## src/rtl/serial_addsub.sv

```systemverilog
// serial_addsub
// Multi-cycle ripple adder/subtractor. Each clock it pushes one CHUNK-bit
// slice of the WIDTH-bit operands through a CHUNK-long full-adder chain and
// keeps the carry in a register between slices. The critical path is one
// CHUNK-bit ripple, whatever WIDTH is. WIDTH must be a multiple of CHUNK.
//
// Ports
//   clock    rising-edge clock
//   reset    asynchronous, active-high; clears all state and outputs
//   start    request an operation; honoured only while idle
//   sub      0: a + b + c_in   1: a - b (c_in ignored); sampled with start
//   a, b     operands, sampled with start
//   c_in     carry-in for add mode, sampled with start
//   busy     high while slices are being computed
//   done     one-cycle pulse when s / c_out / overflow are final
//   s        result (only the value present while done=1 is meaningful)
//   c_out    carry out of bit WIDTH-1; in sub mode 1 means no borrow
//   overflow signed overflow (carry into MSB xor carry out of MSB)
//
// state | meaning
// IDLE  | waiting for start; results of the last operation held
// RUN   | slice k computed each edge; last slice returns to IDLE with done

module serial_addsub #(
  parameter int WIDTH = 8,
  parameter int CHUNK = 2
) (
  input  logic             clock,
  input  logic             reset,
  input  logic             start,
  input  logic             sub,
  input  logic [WIDTH-1:0] a,
  input  logic [WIDTH-1:0] b,
  input  logic             c_in,
  output logic             busy,
  output logic             done,
  output logic [WIDTH-1:0] s,
  output logic             c_out,
  output logic             overflow
);

  localparam int N  = WIDTH / CHUNK;
  localparam int KW = (N > 1) ? $clog2(N) : 1;

  typedef enum logic {IDLE, RUN} state_t;

  state_t           state;
  logic [KW-1:0]    k;
  logic [WIDTH-1:0] op_a;
  logic [WIDTH-1:0] op_b;
  logic             carry;

  logic [CHUNK-1:0] slice_a;
  logic [CHUNK-1:0] slice_b;
  logic [CHUNK-1:0] slice_sum;
  logic             slice_cout;
  logic             slice_cmsb;   // carry into the top bit of the slice

  // Slice select uses constant part-selects so every index is static.
  always_comb begin
    logic c;
    slice_a    = '0;
    slice_b    = '0;
    slice_sum  = '0;
    slice_cmsb = 1'b0;
    c          = carry;
    for (int j = 0; j < N; j++) begin
      if (k == KW'(j)) begin
        slice_a = op_a[j*CHUNK +: CHUNK];
        slice_b = op_b[j*CHUNK +: CHUNK];
      end
    end
    for (int i = 0; i < CHUNK; i++) begin
      slice_sum[i] = slice_a[i] ^ slice_b[i] ^ c;
      if (i == CHUNK - 1) slice_cmsb = c;
      c = (slice_a[i] & slice_b[i]) | (slice_a[i] & c) | (slice_b[i] & c);
    end
    slice_cout = c;
  end

  always_ff @(posedge clock or posedge reset) begin
    if (reset) begin
      state    <= IDLE;
      k        <= '0;
      op_a     <= '0;
      op_b     <= '0;
      carry    <= 1'b0;
      busy     <= 1'b0;
      done     <= 1'b0;
      s        <= '0;
      c_out    <= 1'b0;
      overflow <= 1'b0;
    end else begin
      done <= 1'b0;
      case (state)
        IDLE: begin
          if (start) begin
            op_a     <= a;
            // Subtraction as a + ~b + 1: the +1 rides in on the carry.
            op_b     <= sub ? ~b : b;
            carry    <= sub | c_in;
            s        <= '0;
            c_out    <= 1'b0;
            overflow <= 1'b0;
            k        <= '0;
            busy     <= 1'b1;
            state    <= RUN;
          end
        end
        RUN: begin
          for (int j = 0; j < N; j++) begin
            if (k == KW'(j)) s[j*CHUNK +: CHUNK] <= slice_sum;
          end
          carry <= slice_cout;
          if (k == KW'(N - 1)) begin
            c_out    <= slice_cout;
            overflow <= slice_cmsb ^ slice_cout;
            k        <= '0;
            busy     <= 1'b0;
            done     <= 1'b1;
            state    <= IDLE;
          end else begin
            k <= k + 1'b1;
          end
        end
        default: state <= IDLE;
      endcase
    end
  end

endmodule

```

## config.mk

```make
export PLATFORM = sky130hd
export DESIGN_NAME = serial_addsub
export DESIGN_NICKNAME = d
export VERILOG_FILES = /design/src/rtl/serial_addsub.sv
export SDC_FILE = /design/constraint.sdc
export NUM_CORES = 1
export LEC_CHECK = 0
export BUFFER_PORTS_ARGS = -buffer_cell sky130_fd_sc_hd__clkbuf_2
export CAP_MARGIN = 20
export CORE_AREA = 2 2 65 67
export DETAILED_ROUTE_END_ITERATION = 10
export DIE_AREA = 0 0 67 69
export PLACE_DENSITY_LB_ADDON = 0.2
export SYNTH_ARGS = -nofsm -noshare
export SYNTH_HDL_FRONTEND = slang
export SYNTH_SLANG_ARGS = --single-unit
```

## constraint.sdc

```tcl
create_clock -name clock -period 2.57 [get_ports clock]
set_input_delay 0.514 -clock clock [delete_from_list [all_inputs] [get_ports clock]]
set_output_delay 0.514 -clock clock [all_outputs]
set_load 0.005 [all_outputs]
```

# After elaboration in Yosys (flattened, before gate mapping)
# Cells that the tools add are included.
# W data, S select, Z words.
# word_totals
reg_bits,32
input_bits,21
out_inout_bits,12
elab_cells,79
# op_classes
addsub,1
n_eq_ne,8
n_mux,33
bitwise,18
n_reduce_logical,6
# op_table
op,count
$mux W2,14
$mux W8,2
$pmux W8 S2,1
$mux W1,10
$pmux W1 S2,5
$reduce_and A2 Y1,5
$ne A2 B1 Y1 const B,4
$not A8 Y8,1
$and A1 B1 Y1,6
$or A1 B1 Y1,5
$xor A1 B1 Y1,5
$eq A2 B2 Y1 const B,2
$pmux W2 S2,1
$add A2 B1 Y2 const B,1
$eq A2 B1 Y1 const B,1
$logic_not A2 Y1,1
$ne A2 B2 Y1 const B,1
$not A1 Y1,1

# Longest topological paths before layout
# Gate-level depths: netlist of the first run.
# logic_depth
depth_word,14
ltp_mapped,10
mapped_depth_nobuf,9

# Least setup slack after synthesis of the first run
# Ideal clock, no wire load.
# synth_path
path_kind,flip-flop to flip-flop
start,register k[1]
end,register s[1]
setup_time_ns,0.121
arrival_time_ns,2.389
required_ns,2.449
path_slack_ns,0.060
stages_incl_launch_ff,11
n_path_buf,1
period_less_slack_ns,2.510
path_cell_list,dfrtp_1 inv_1 ha_1 clkbuf_1 a211oi_1 a221oi_1 fa_1 inv_1 fa_1 nor2b_1 a22o_1
# synth_between
elab_chain_len,11
elab_cells_between_ends,23
cone_classes,eq/ne: 4; mux: 10; bitwise: 7; reduce/logical: 2
# synth_lines
element,line_no,source
"start, declared",48,logic [KW-1:0] k;
"start signal, assigned",123,k <= k + 1'b1;
$logic_not A2 Y1,"68, 112",
$mux W2 (4 in series),68,if (k == KW'(j)) begin
$and A1 B1 Y1,76,c = (slice_a[i] & slice_b[i]) | (slice_a[i] & c) | (slice_b[i] & c);
$or A1 B1 Y1 (2 in series),76,
$xor A1 B1 Y1,74,slice_sum[i] = slice_a[i] ^ slice_b[i] ^ c;
$mux W2,112,if (k == KW'(j)) s[j*CHUNK +: CHUNK] <= slice_sum;
$pmux W8 S2,95,case (state)
"end signal, assigned by index",112,
"end, declared",37,"output logic [WIDTH-1:0] s,"
# Parallel ways exist; a longest one is shown, timed or not. The select of a mux whose other input is x is not followed.
# A chain may end at the register's enable or synchronous reset.

# Worst setup path after layout of the first run
# layout_path
start,register k[0]
end,register s[3]
# layout_between
elab_chain_len,11
elab_cells_between_ends,23
cone_classes,eq/ne: 4; mux: 10; bitwise: 7; reduce/logical: 2
# layout_lines
element,line_no
$logic_not A2 Y1,68
$mux W2 (4 in series),68
$and A1 B1 Y1,76
$or A1 B1 Y1 (2 in series),76
$xor A1 B1 Y1,74
$mux W2,112
$pmux W8 S2,95
# Parallel ways exist; a longest one is shown, timed or not. The select of a mux whose other input is x is not followed.

==> results of run 1 <==
[path summary, 6_finish.rpt]
check | cells after the start | slack [ns] | from | end
setup / recovery | 9 | 0.14 | k[0] | s[3]
max in group asynchronous | 3 | 1.99 | reset | op_a[5]
min in group clock | 2 | 0.46 | a[0] | op_a[0]
hold reg to reg | 1 | 0.50 | s[7] | s[7]
setup reg to reg | 9 | 0.14 | k[0] | s[3]
hold / removal | 3 | 0.27 | reset | op_a[6]
[layout make-up]
class / count / area share (%)
clock buffer: 5 / 3.508
timing repair buffer: 38 / 10.46
sequential: 32 / 40.82
multi-input combinational: 78 / 40.31
tap: 50 / 3.189
inverter: 9 / 1.722
[state kept, by name, summed over array words and instances, names as in the netlist]
name and count:
overflow 1, op_b 8, state 1, s 8, done 1, k 2
busy 1, carry 1, c_out 1, op_a 8
[what timing repair did]
| item | CTS | global route |
|---|---|---|
| gates resized for setup | 0 | 9 |
| setup buffers | 0 | 0 |
| hold buffers | 0 | 0 |
| setup endpoints to repair | 0 | 4 |
[cell usage in the layout (no fill, tap or decap), drive strengths merged, types with 2 or more instances in the layout]
cell type and n:
o21bai 2, fa 2, dfrtp 32, nor3b 5
inv 9, a221o 2, nand3b 4, o2bb2ai 6
a22o 3, clkbuf 37, xor2 8, mux2i 8
ha 4, mux2 15, a211oi 5, nand2 2
buf 6, nor2b 3
[logic make-up (layout without fill, tap and decap cells)]
logic type / Yosys count / after routing / share of synthesized area [%]
compound gates: 24 / 24 / 11.83
buf+inv: 18 / 52 / 6.329
flops: 32 / 32 / 48.23
mux: 23 / 23 / 16.58
fa+ha+maj: 6 / 6 / 5.426
xor+xnor: 9 / 9 / 4.748
simple gates: 16 / 16 / 6.858
[stage by stage]
step	setup WS (ns)	hold slack [ns]	area [um^2]	total power, mW
2_1_floorplan	0.05978	0.4794	1660	1.876
3_3_place_gp	0.1428	0.4762	1857	2.161
3_5_place_dp	0.02318	0.4871	1857	2.212
4_1_cts	0.01573	0.2950	1926	2.558
5_1_grt	0.01598	0.3299	1962	2.829
6_report	0.1389	0.2744	1962	2.612
[where the power goes]
part / total, mW / switching [mW] / internal (mW)
Sequential: 0.926 / 0.186 / 0.740
Combinational: 1.35 / 0.632 / 0.723
Clock: 0.331 / 0.157 / 0.174
Total: 2.61 / 0.975 / 1.64
[per-layer routing]
metal | wire [um] | vias to the layer above
li1 | - | 525
met1 | 1427 | 517
met2 | 1492 | 23
met3 | 168 | 6
met4 | 47 | 0
met5 | 0 | -
[Yosys cell counts]
master                      number
sky130_fd_sc_hd__a221oi_1        1
sky130_fd_sc_hd__dfrtp_1        32
sky130_fd_sc_hd__nand3b_1        4
sky130_fd_sc_hd__buf_12          1
sky130_fd_sc_hd__ha_1            4
sky130_fd_sc_hd__o21bai_1        2
sky130_fd_sc_hd__o21a_1          1
sky130_fd_sc_hd__o31ai_1         1
sky130_fd_sc_hd__o2bb2ai_1       6
sky130_fd_sc_hd__buf_2           1
sky130_fd_sc_hd__o22ai_1         1
sky130_fd_sc_hd__mux2_2          8
sky130_fd_sc_hd__buf_6           2
sky130_fd_sc_hd__a221o_1         2
sky130_fd_sc_hd__nor2_1          1
sky130_fd_sc_hd__o21ai_0         1
sky130_fd_sc_hd__a22o_1          3
sky130_fd_sc_hd__mux2_4          7
sky130_fd_sc_hd__nor3b_1         5
sky130_fd_sc_hd__inv_1           9
sky130_fd_sc_hd__mux2i_1         8
sky130_fd_sc_hd__xor2_1          8
sky130_fd_sc_hd__nor2b_4         1
sky130_fd_sc_hd__nor2b_1         2
sky130_fd_sc_hd__xnor2_1         1
sky130_fd_sc_hd__a211oi_1        5
sky130_fd_sc_hd__or3b_2          1
sky130_fd_sc_hd__clkbuf_1        3
sky130_fd_sc_hd__clkbuf_2        1
sky130_fd_sc_hd__buf_4           1
sky130_fd_sc_hd__a32o_1          1
sky130_fd_sc_hd__fa_1            2
sky130_fd_sc_hd__nand2_1         2
[worst register-to-register path, cell delays in order (launching register included)]
cell and delay (ns):
sky130_fd_sc_hd__dfrtp_1 0.42, sky130_fd_sc_hd__inv_1 0.11, sky130_fd_sc_hd__ha_2 0.26, sky130_fd_sc_hd__nor3b_1 0.25, sky130_fd_sc_hd__a211oi_2 0.07, sky130_fd_sc_hd__fa_1 0.41, sky130_fd_sc_hd__inv_1 0.09, sky130_fd_sc_hd__fa_1 0.44
sky130_fd_sc_hd__nor2b_2 0.17, sky130_fd_sc_hd__a22o_1 0.16
==> reports/summary.json, run 1 <==
{
  "timing": {
    "period_minus_slack_ns": 2.431,
    "worstMarginPinSlew_ns": 0.5903,
    "timing_hold_violations_final": 0,
    "timing.max_slew.rel_slack_pct": 60.56,
    "timing.final.setup_violations": 0,
    "timing.fmax_mhz": 411.3,
    "grt_setup_unrepaired": "false",
    "timing.clock.skew_ns": 0.003851,
    "final-max-slew-violation-count": 0,
    "fin_crit_sh_pct": 94.59,
    "setup_tns_ns": 0
  },
  "setup_path": {
    "worst_setup_path_end_kind": "register",
    "timing.critical_path.max_delay_family": "adder cells",
    "worst-setup-path-type": "register to register",
    "crit_slowest_cell": "sky130_fd_sc_hd__fa_1",
    "chain_of_cells_forming_the_critical_path": "inv_1, ha_2, nor3b_1, a211oi_2, fa_1, inv_1, fa_1, nor2b_2, a22o_1",
    "cp_data_required_time_ns": 2.79,
    "startpoint_type": "register",
    "timing.critical_path.arrival_ns": 2.65,
    "worstPathMaxFanout": 7,
    "crit_path_max_incr_delay_ns": 0.44,
    "path_buf_inv": 2
  },
  "routing": {
    "detail_route.wirelength_um": 3135,
    "detail_route.wl_per_cell_um": 14.79,
    "dr.first_iter.drc_count": 42,
    "routed-via-count": 1071,
    "detail_route.vias_per_cell": 5.052,
    "ant_nets": 0,
    "drt_first_pass_iters": 4,
    "detail_route.drc_violations": 0
  },
  "placement": {
    "placed_cells_incl_taps": 207,
    "replace_congestion": 0.7661,
    "io_buffers": 32,
    "hpwl_um": 2321
  },
  "yosys": {
    "synth.avg_cell_area_um2": 12.97,
    "synth_top_area_cell": "sky130_fd_sc_hd__dfrtp_1",
    "yosysUniqueCellTypes": 33,
    "syn-cell-area_um2": 1660,
    "sequential_fraction_of_the_synthesis_area_pct": 48.23,
    "postSynthCellCount": 128,
    "synth_top_area_share_pct": 48.23,
    "mappedNetlistNets": 155,
    "netlist_top_cells_area": "sky130_fd_sc_hd__dfrtp_1 (48%), sky130_fd_sc_hd__mux2_4 (6.3%), sky130_fd_sc_hd__mux2_2 (5.4%), sky130_fd_sc_hd__mux2i_1 (4.8%), sky130_fd_sc_hd__xor2_1 (4.2%)",
    "synth_warnings": 0,
    "synth_seq_cells": 32
  },
  "global_route": {
    "grt_pass1_vias": 1090,
    "grtUsageMet2_pct": 22.44,
    "globalRouteMet3Util_pct": 6.036,
    "globalRoute.busiestLayer": "met2",
    "grt_max_degree": 33,
    "overflow": 0,
    "antenna_found_initial": 0,
    "overall_routing_resource_usage_pct": 15.34,
    "grt.met1_usage_pct": 20.17,
    "grt_pass1_wl_um": 5202
  },
  "layout": {
    "final-seq-area_um2": 800.8,
    "multi_input_area_um2": 790.8,
    "final_cells": 212,
    "fin_util_pct": 50.13,
    "net_count_final": 191,
    "drive_gt1_share_pct": 42.59,
    "fillerInstances": 368,
    "antenna_cells_inserted": 0,
    "syn_to_final_growth_pct": 18.16
  },
  "floorplan": {
    "rows": 23,
    "die_w_um": 67,
    "num_io_pins": 33,
    "floorplan.core_area_um2": 3914,
    "die_area_um2": 4623,
    "initial_core_utilization_pct": 42.42,
    "die_height_um": 69
  },
  "pwr": {
    "power_density_nw_per_um2": 1331,
    "p_leak_nw": 0.9320,
    "peakVddDrop_mv": 0.5102
  },
  "clock_tree": {
    "tritoncts": "yes",
    "cts_max_path_buffers": 2,
    "cts.htree.levels": 2,
    "clk_pin_slew_ns": 0.06,
    "insertion_delay_ns": 0.28,
    "clk_root_buffer_cell": "sky130_fd_sc_hd__clkbuf_8",
    "tritoncts_num_sinks": 32,
    "numCtsBuffers": 5
  },
  "min_path": {
    "timing.hold.worst.class": "input port to asynchronous set/reset pin"
  },
  "run": {
    "drv_cap": 0
  },
  "status": {
    "run_status": "complete, no violations"
  }
}
Power figures use the tool's default switching activity.
==> inputs of run 2 (changes only) <==
--- a/config.mk
+++ b/config.mk
@@ -5,11 +5,11 @@
 export SDC_FILE = /design/constraint.sdc
 export NUM_CORES = 1
 export LEC_CHECK = 0
-export BUFFER_PORTS_ARGS = -buffer_cell sky130_fd_sc_hd__clkbuf_2
 export CAP_MARGIN = 20
 export CORE_AREA = 2 2 65 67
 export DETAILED_ROUTE_END_ITERATION = 10
 export DIE_AREA = 0 0 67 69
+export DONT_BUFFER_PORTS = 1
 export PLACE_DENSITY_LB_ADDON = 0.2
 export SYNTH_ARGS = -nofsm -noshare
 export SYNTH_HDL_FRONTEND = slang
==> run 2 against run 1 <==
Compared with the run above: non-clock buffer count shrank 30; global-route usage shrank 0.29 points; sequential cell count is the same; routed wire length shrank 2.1%; combinational power is essentially flat; core utilization shrank 2.7 points; clock power grew 18%; critical path type unchanged; critical endpoint unchanged; largest cell class is now multi-input combinational cells.
==> reports/summary.json, run 2 (same netlist as run 1, synthesis figures left out) <==
{
  "status": {
    "run_status": "complete, no violations"
  },
  "timing": {
    "timing.final.setup_violations": 0,
    "period_minus_slack_ns": 2.396,
    "holdWs_ns": 0.1962,
    "timing.fmax_mhz": 417.4,
    "timing.clock.skew_ns": 0.003561,
    "timing_hold_violations_final": 0,
    "worstMarginPinSlew_ns": 0.5977,
    "fin_crit_sh_pct": 93.22,
    "setup_tns_ns": 0,
    "timing.max_slew.rel_slack_pct": 60.07,
    "final-max-slew-violation-count": 0
  },
  "routing": {
    "detail_route.vias_per_cell": 5.427,
    "drt_first_pass_iters": 4,
    "ant_nets": 0,
    "detail_route.wl_per_cell_um": 16.58,
    "detail_route.drc_violations": 0,
    "dr.first_iter.drc_count": 42,
    "routed-via-count": 1004,
    "detail_route.wirelength_um": 3068
  },
  "placement": {
    "placement.cell_area_um2": 1697,
    "hpwl_um": 2188,
    "io_buffers": 0,
    "replace_congestion": 0.7614
  },
  "layout": {
    "layout_commonest_cell": "sky130_fd_sc_hd__dfrtp_1",
    "multi_input_area_um2": 810.8,
    "top_registers": "op_a (8), op_b (8), s (8)",
    "syn_to_final_growth_pct": 11.91,
    "fillerInstances": 375,
    "final_design_area_no_fill_um2": 1858,
    "net_count_final": 161,
    "final-seq-area_um2": 800.8,
    "antenna_cells_inserted": 0,
    "drive_gt1_share_pct": 32.59
  },
  "floorplan": {
    "num_io_pins": 33,
    "floorplan.core_area_um2": 3914,
    "initial_core_utilization_pct": 42.42,
    "die_height_um": 69,
    "die_area_um2": 4623,
    "rows": 23,
    "die_w_um": 67
  },
  "setup_path": {
    "startpoint_type": "register",
    "worst_setup_path_end_kind": "register",
    "reg2reg_setup_slack_ns": 0.17,
    "worst-setup-path-type": "register to register",
    "cp_data_required_time_ns": 2.74,
    "worstPathMaxFanout": 7,
    "timing.critical_path.arrival_ns": 2.57
  },
  "global_route": {
    "grt_pass1_vias": 1031,
    "antenna_found_initial": 0,
    "grt_pass1_wl_um": 5175,
    "overall_routing_resource_usage_pct": 15.06,
    "globalRouteMet3Util_pct": 6.362,
    "grt.met1_usage_pct": 21.04,
    "grtUsageMet2_pct": 20.02,
    "overflow": 0,
    "grt_max_degree": 33,
    "globalRoute.busiestLayer": "met1"
  },
  "clock_tree": {
    "cts.htree.levels": 2,
    "cts_max_path_buffers": 2,
    "clk_pin_slew_ns": 0.06,
    "insertion_delay_ns": 0.28,
    "clk_root_buffer_cell": "sky130_fd_sc_hd__clkbuf_8",
    "tritoncts_num_sinks": 32,
    "numCtsBuffers": 5,
    "tritoncts": "yes"
  },
  "pwr": {
    "total_power_mw": 2.655,
    "power_density_nw_per_um2": 1429,
    "peakVddDrop_mv": 0.4937,
    "p_leak_nw": 0.8157
  },
  "run": {
    "drv_cap": 0
  },
  "min_path": {
    "timing.hold.worst.class": "input port to asynchronous set/reset pin"
  }
}
## run 2: cell type report
class	count	share of cell area (%)
multi-input cells	78	43.64
clock buffers	8	4.848
inverters	9	1.818
repair buffers	8	3.232
flip-flops and latches	32	43.10
well taps	50	3.367
## run 2: worst max-delay path, stage by stage, from the launching register on
cell and delay, ns:
sky130_fd_sc_hd__dfrtp_1 0.38, sky130_fd_sc_hd__inv_1 0.09, sky130_fd_sc_hd__ha_2 0.23, sky130_fd_sc_hd__nand3b_1 0.19, sky130_fd_sc_hd__a221oi_2 0.30, sky130_fd_sc_hd__fa_2 0.26, sky130_fd_sc_hd__inv_1 0.05, sky130_fd_sc_hd__fa_1 0.51
sky130_fd_sc_hd__nor2b_2 0.06, sky130_fd_sc_hd__a22o_1 0.22
## run 2: layer usage
| metal | vias to the layer above | routed length, um |
|---|---|---|
| met3 | 6 | 186 |
| met4 | 0 | 58 |
| met5 | - | 0 |
| met2 | 25 | 1372 |
| li1 | 462 | - |
| met1 | 511 | 1451 |
## run 2: where the power goes
part / internal [mW] / switching (mW) / total (mW)
logic: 0.723 / 0.609 / 1.33
clock network: 0.218 / 0.172 / 0.390
registers: 0.739 / 0.194 / 0.934
total: 1.68 / 0.975 / 2.66
## run 2: final timing paths
| path | from | endpoint | cells past startpoint |
|---|---|---|---|
| worst max register to register | k[1] | s[3] | 9 |
| worst min register to register | op_b[3] | op_b[3] | 1 |
| worst max-delay path | k[1] | s[3] | 9 |
| min in group clock | start | k[1] | 1 |
| worst min-delay path | reset | op_b[7] | 2 |
| max in group asynchronous | reset | s[0] | 2 |
## run 2: what timing repair did
item,4_1_cts,5_1_grt
buffers inserted,0,2
hold buffers,0,0
setup endpoints to repair,0,4
gates resized for setup,0,14
## run 2: stage by stage
stage	utilization (%)	instances	worst slack, ns
after global placement	43.35	175	0.1079
final	47.47	185	0.1742
after global routing	47.47	185	-0.007612
after floorplan	-	128	0.05978
after CTS	45.65	183	0.02722
after detailed placement	43.35	175	0.04972
==> inputs of run 3 (changes only) <==
--- a/config.mk
+++ b/config.mk
@@ -5,10 +5,12 @@
 export SDC_FILE = /design/constraint.sdc
 export NUM_CORES = 1
 export LEC_CHECK = 0
+export ABC_AREA = 1
 export CAP_MARGIN = 20
-export CORE_AREA = 2 2 65 67
+export CORE_AREA = 2 2 63 65
+export CTS_BUF_LIST = sky130_fd_sc_hd__clkbuf_16
 export DETAILED_ROUTE_END_ITERATION = 10
-export DIE_AREA = 0 0 67 69
+export DIE_AREA = 0 0 65 67
 export DONT_BUFFER_PORTS = 1
 export PLACE_DENSITY_LB_ADDON = 0.2
 export SYNTH_ARGS = -nofsm -noshare
==> run 3 against run 2 <==
Compared with the run above: sequential cell count stayed put; cell count up 24%; sequential share of layout area is 2.5 points higher; combinational power decreased by 15%; count of clock-buffer cells in the layout is 3 lower; non-clock buffer count down 6; global-route usage up 3.3 points; largest power group unchanged; clock skew about the same.
==> reports/summary.json, run 3 <==
{
  "status": {
    "run_status": "complete, no violations"
  },
  "routing": {
    "detail_route.wirelength_um": 3285,
    "detail_route.drc_violations": 0,
    "dr.first_iter.drc_count": 60,
    "ant_nets": 0,
    "drt_first_pass_iters": 4,
    "detail_route.vias_per_cell": 4.917,
    "detail_route.wl_per_cell_um": 14.34,
    "routed-via-count": 1126
  },
  "timing": {
    "timing.final.setup_violations": 0,
    "fin_crit_sh_pct": 92.73,
    "worstMarginPinSlew_ns": 0.7060,
    "final-max-slew-violation-count": 0,
    "setup_tns_ns": 0,
    "timing_hold_violations_final": 0,
    "timing.max_slew.rel_slack_pct": 52.76,
    "timing.fmax_mhz": 419.6,
    "grt_setup_unrepaired": "false",
    "timing.clock.skew_ns": 0.003707,
    "period_minus_slack_ns": 2.383,
    "holdWs_ns": 0.2081
  },
  "yosys": {
    "yosysUniqueCellTypes": 19,
    "mappedNetlistNets": 206,
    "dominantRegCellSynth": "sky130_fd_sc_hd__dfrtp_1",
    "synth_seq_cells": 32,
    "synth_top_area_cell": "sky130_fd_sc_hd__dfrtp_1",
    "netlist_top_cells_area": "sky130_fd_sc_hd__dfrtp_1 (51%), sky130_fd_sc_hd__nand2_1 (13%), sky130_fd_sc_hd__o21ai_0 (4.8%), sky130_fd_sc_hd__xnor2_1 (4.5%), sky130_fd_sc_hd__inv_1 (4.1%)",
    "sequential_fraction_of_the_synthesis_area_pct": 51.00,
    "number_of_enable_type_register_cells_in_the_synthesized_netlist": 0,
    "synth.avg_cell_area_um2": 8.772,
    "synth-async-reset-ratio_pct": 100.0,
    "yosysMostFrequentCell": "sky130_fd_sc_hd__nand2_1",
    "syn-cell-area_um2": 1570,
    "synth_warnings": 0,
    "post_synth_most_frequent_cells": "sky130_fd_sc_hd__nand2_1 (54), sky130_fd_sc_hd__dfrtp_1 (32), sky130_fd_sc_hd__inv_1 (17), sky130_fd_sc_hd__o21ai_0 (15)",
    "synth_top_area_share_pct": 51.00,
    "postSynthCellCount": 179
  },
  "placement": {
    "io_buffers": 0,
    "hpwl_um": 2301,
    "replace_congestion": 0.8902,
    "placement.cell_area_um2": 1599
  },
  "global_route": {
    "overall_routing_resource_usage_pct": 18.35,
    "antenna_found_initial": 0,
    "grt_pass1_vias": 1140,
    "grt_pass1_wl_um": 5768,
    "grt_max_degree": 33,
    "overflow": 0
  },
  "layout": {
    "final_design_area_no_fill_um2": 1758,
    "mostFrequentLayoutCells": "sky130_fd_sc_hd__nand2_1 (54), sky130_fd_sc_hd__dfrtp_1 (31), sky130_fd_sc_hd__inv_1 (16)",
    "antenna_cells_inserted": 0,
    "syn_to_final_growth_pct": 11.95,
    "layout_commonest_cell": "sky130_fd_sc_hd__nand2_1",
    "drive_gt1_share_pct": 11.60,
    "top_registers": "op_a (8), op_b (8), s (8)",
    "net_count_final": 208
  },
  "pwr": {
    "peakVddDrop_mv": 0.5798,
    "power_density_nw_per_um2": 1468,
    "p_leak_nw": 0.8463
  },
  "clock_tree": {
    "cts.htree.levels": 2,
    "clk_root_buffer_cell": "sky130_fd_sc_hd__clkbuf_16",
    "post_cts_buffers": 0,
    "cts-hold-fix-buffers": 0,
    "numCtsBuffers": 5,
    "cts_max_path_buffers": 2,
    "tritoncts_num_sinks": 32,
    "clk_pin_slew_ns": 0.05,
    "insertion_delay_ns": 0.28,
    "tritoncts": "yes"
  },
  "setup_path": {
    "timing.critical_path.arrival_ns": 2.59,
    "chain_of_cells_forming_the_critical_path": "inv_1, ha_4, inv_1, nand3_1, a21oi_1, fa_1, inv_1, fa_2, nor2_4, nand2_1, o21ai_2",
    "worstSetupPathDepth": 11,
    "timing.critical_path.max_delay_family": "adder cells",
    "crit_path_max_incr_delay_ns": 0.50,
    "crit_slowest_cell": "sky130_fd_sc_hd__fa_2",
    "path_buf_inv": 3,
    "critical-path-top-cell-by-count": "sky130_fd_sc_hd__inv_1",
    "reg2reg_from": "k[0]",
    "worst-setup-path-type": "register to register",
    "reg2reg_to": "s[3]",
    "worstPathMaxFanout": 8,
    "reg2reg_setup_slack_ns": 0.19,
    "reg2reg_depth": 11,
    "startpoint_type": "register",
    "cp_data_required_time_ns": 2.78,
    "worst_setup_path_end_kind": "register"
  },
  "min_path": {
    "timing.hold.worst.class": "input port to asynchronous set/reset pin"
  },
  "floorplan": {
    "rows": 22,
    "initial_core_utilization_pct": 43.55,
    "die_w_um": 65,
    "die_area_um2": 4355,
    "die_height_um": 67,
    "num_io_pins": 33,
    "floorplan.core_area_um2": 3606
  },
  "run": {
    "drv_cap": 0
  }
}
==> run 3: cell count changes after synthesis, moves of 7 or more <==
cell                      change
sky130_fd_sc_hd__nand2_1     +52
sky130_fd_sc_hd__inv_1        +8
sky130_fd_sc_hd__nand3_1     +10
sky130_fd_sc_hd__xnor2_1      +7
sky130_fd_sc_hd__mux2_2       -8
sky130_fd_sc_hd__o21ai_0     +14
sky130_fd_sc_hd__mux2i_1      -8
sky130_fd_sc_hd__a21oi_1      +8
sky130_fd_sc_hd__nor2_1       +9
sky130_fd_sc_hd__mux2_4       -7
sky130_fd_sc_hd__xor2_1       -8
==> run 3: cell families after synthesis <==
group / count (synthesis) / share of synthesized area (%)
AND/OR/NAND/NOR: 75 / 18.88
AO/OA/AOI/OAI: 33 / 12.67
flip-flops: 32 / 51.00
buffers and inverters: 25 / 7.250
XOR/XNOR: 8 / 4.462
adder cells (fa/ha/maj): 6 / 5.737
==> run 3: area by class of cell <==
cell class | instances | area [um^2]
inverter | 18 | 67.56
clock buffer | 5 | 125.1
fill | 362 | 1848
clock inverter | 2 | 7.507
timing repair buffer | 2 | 15.01
sequential | 32 | 802.0
multi-input combinational | 122 | 680.7
tap | 48 | 60.06
==> run 3: metal layers <==
| metal | vias up | global-route usage [%] | share of wire, % |
|---|---|---|---|
| li1 | 564 | - | - |
| met1 | 522 | 21.80 | 43 |
| met2 | 33 | 29.38 | 48 |
| met3 | 7 | 7.264 | 6.8 |
| met4 | 0 | 7.979 | 1.9 |
| met5 | - | 0 | 0 |
==> run 3: timing repair <==
| action | 4_1_cts | 5_1_grt |
|---|---|---|
| pin swaps | 0 | 1 |
| gates resized for setup | 2 | 6 |
| endpoints found under the setup margin | 3 | 6 |
==> run 3: power breakdown <==
part / total, mW / internal [mW] / leakage [nW] / switching [mW]
sequential: 0.910 / 0.740 / 0.400 / 0.170
combinational: 1.13 / 0.444 / 0.381 / 0.686
clock: 0.541 / 0.345 / 0.0648 / 0.196
total: 2.58 / 1.53 / 0.846 / 1.05
==> run 3: worst max-delay path by stage <==
stage | start | to | slack [ns]
floorplan | k[0] | s[3] | 0.33
global placement | k[1] | s[5] | 0.13
detailed placement | k[0] | s[5] | -0.04
CTS | k[1] | s[3] | 0.02
global route | k[1] | s[3] | 0.005
finish | k[0] | s[3] | 0.19
==> run 3: metrics by stage <==
| step | util, % | setup slack (ns) | std cells | power [mW] |
|---|---|---|---|---|
| 3_3_place_gp | 44.34 | 0.1252 | 222 | 1.889 |
| 5_1_grt | 48.75 | 0.005257 | 229 | 2.839 |
| 4_1_cts | 48.16 | 0.02029 | 229 | 2.546 |
| 3_5_place_dp | 44.34 | -0.03539 | 222 | 1.946 |
| 6_report | 48.75 | 0.1869 | 229 | 2.581 |
| 2_1_floorplan | - | 0.3262 | 179 | 1.677 |
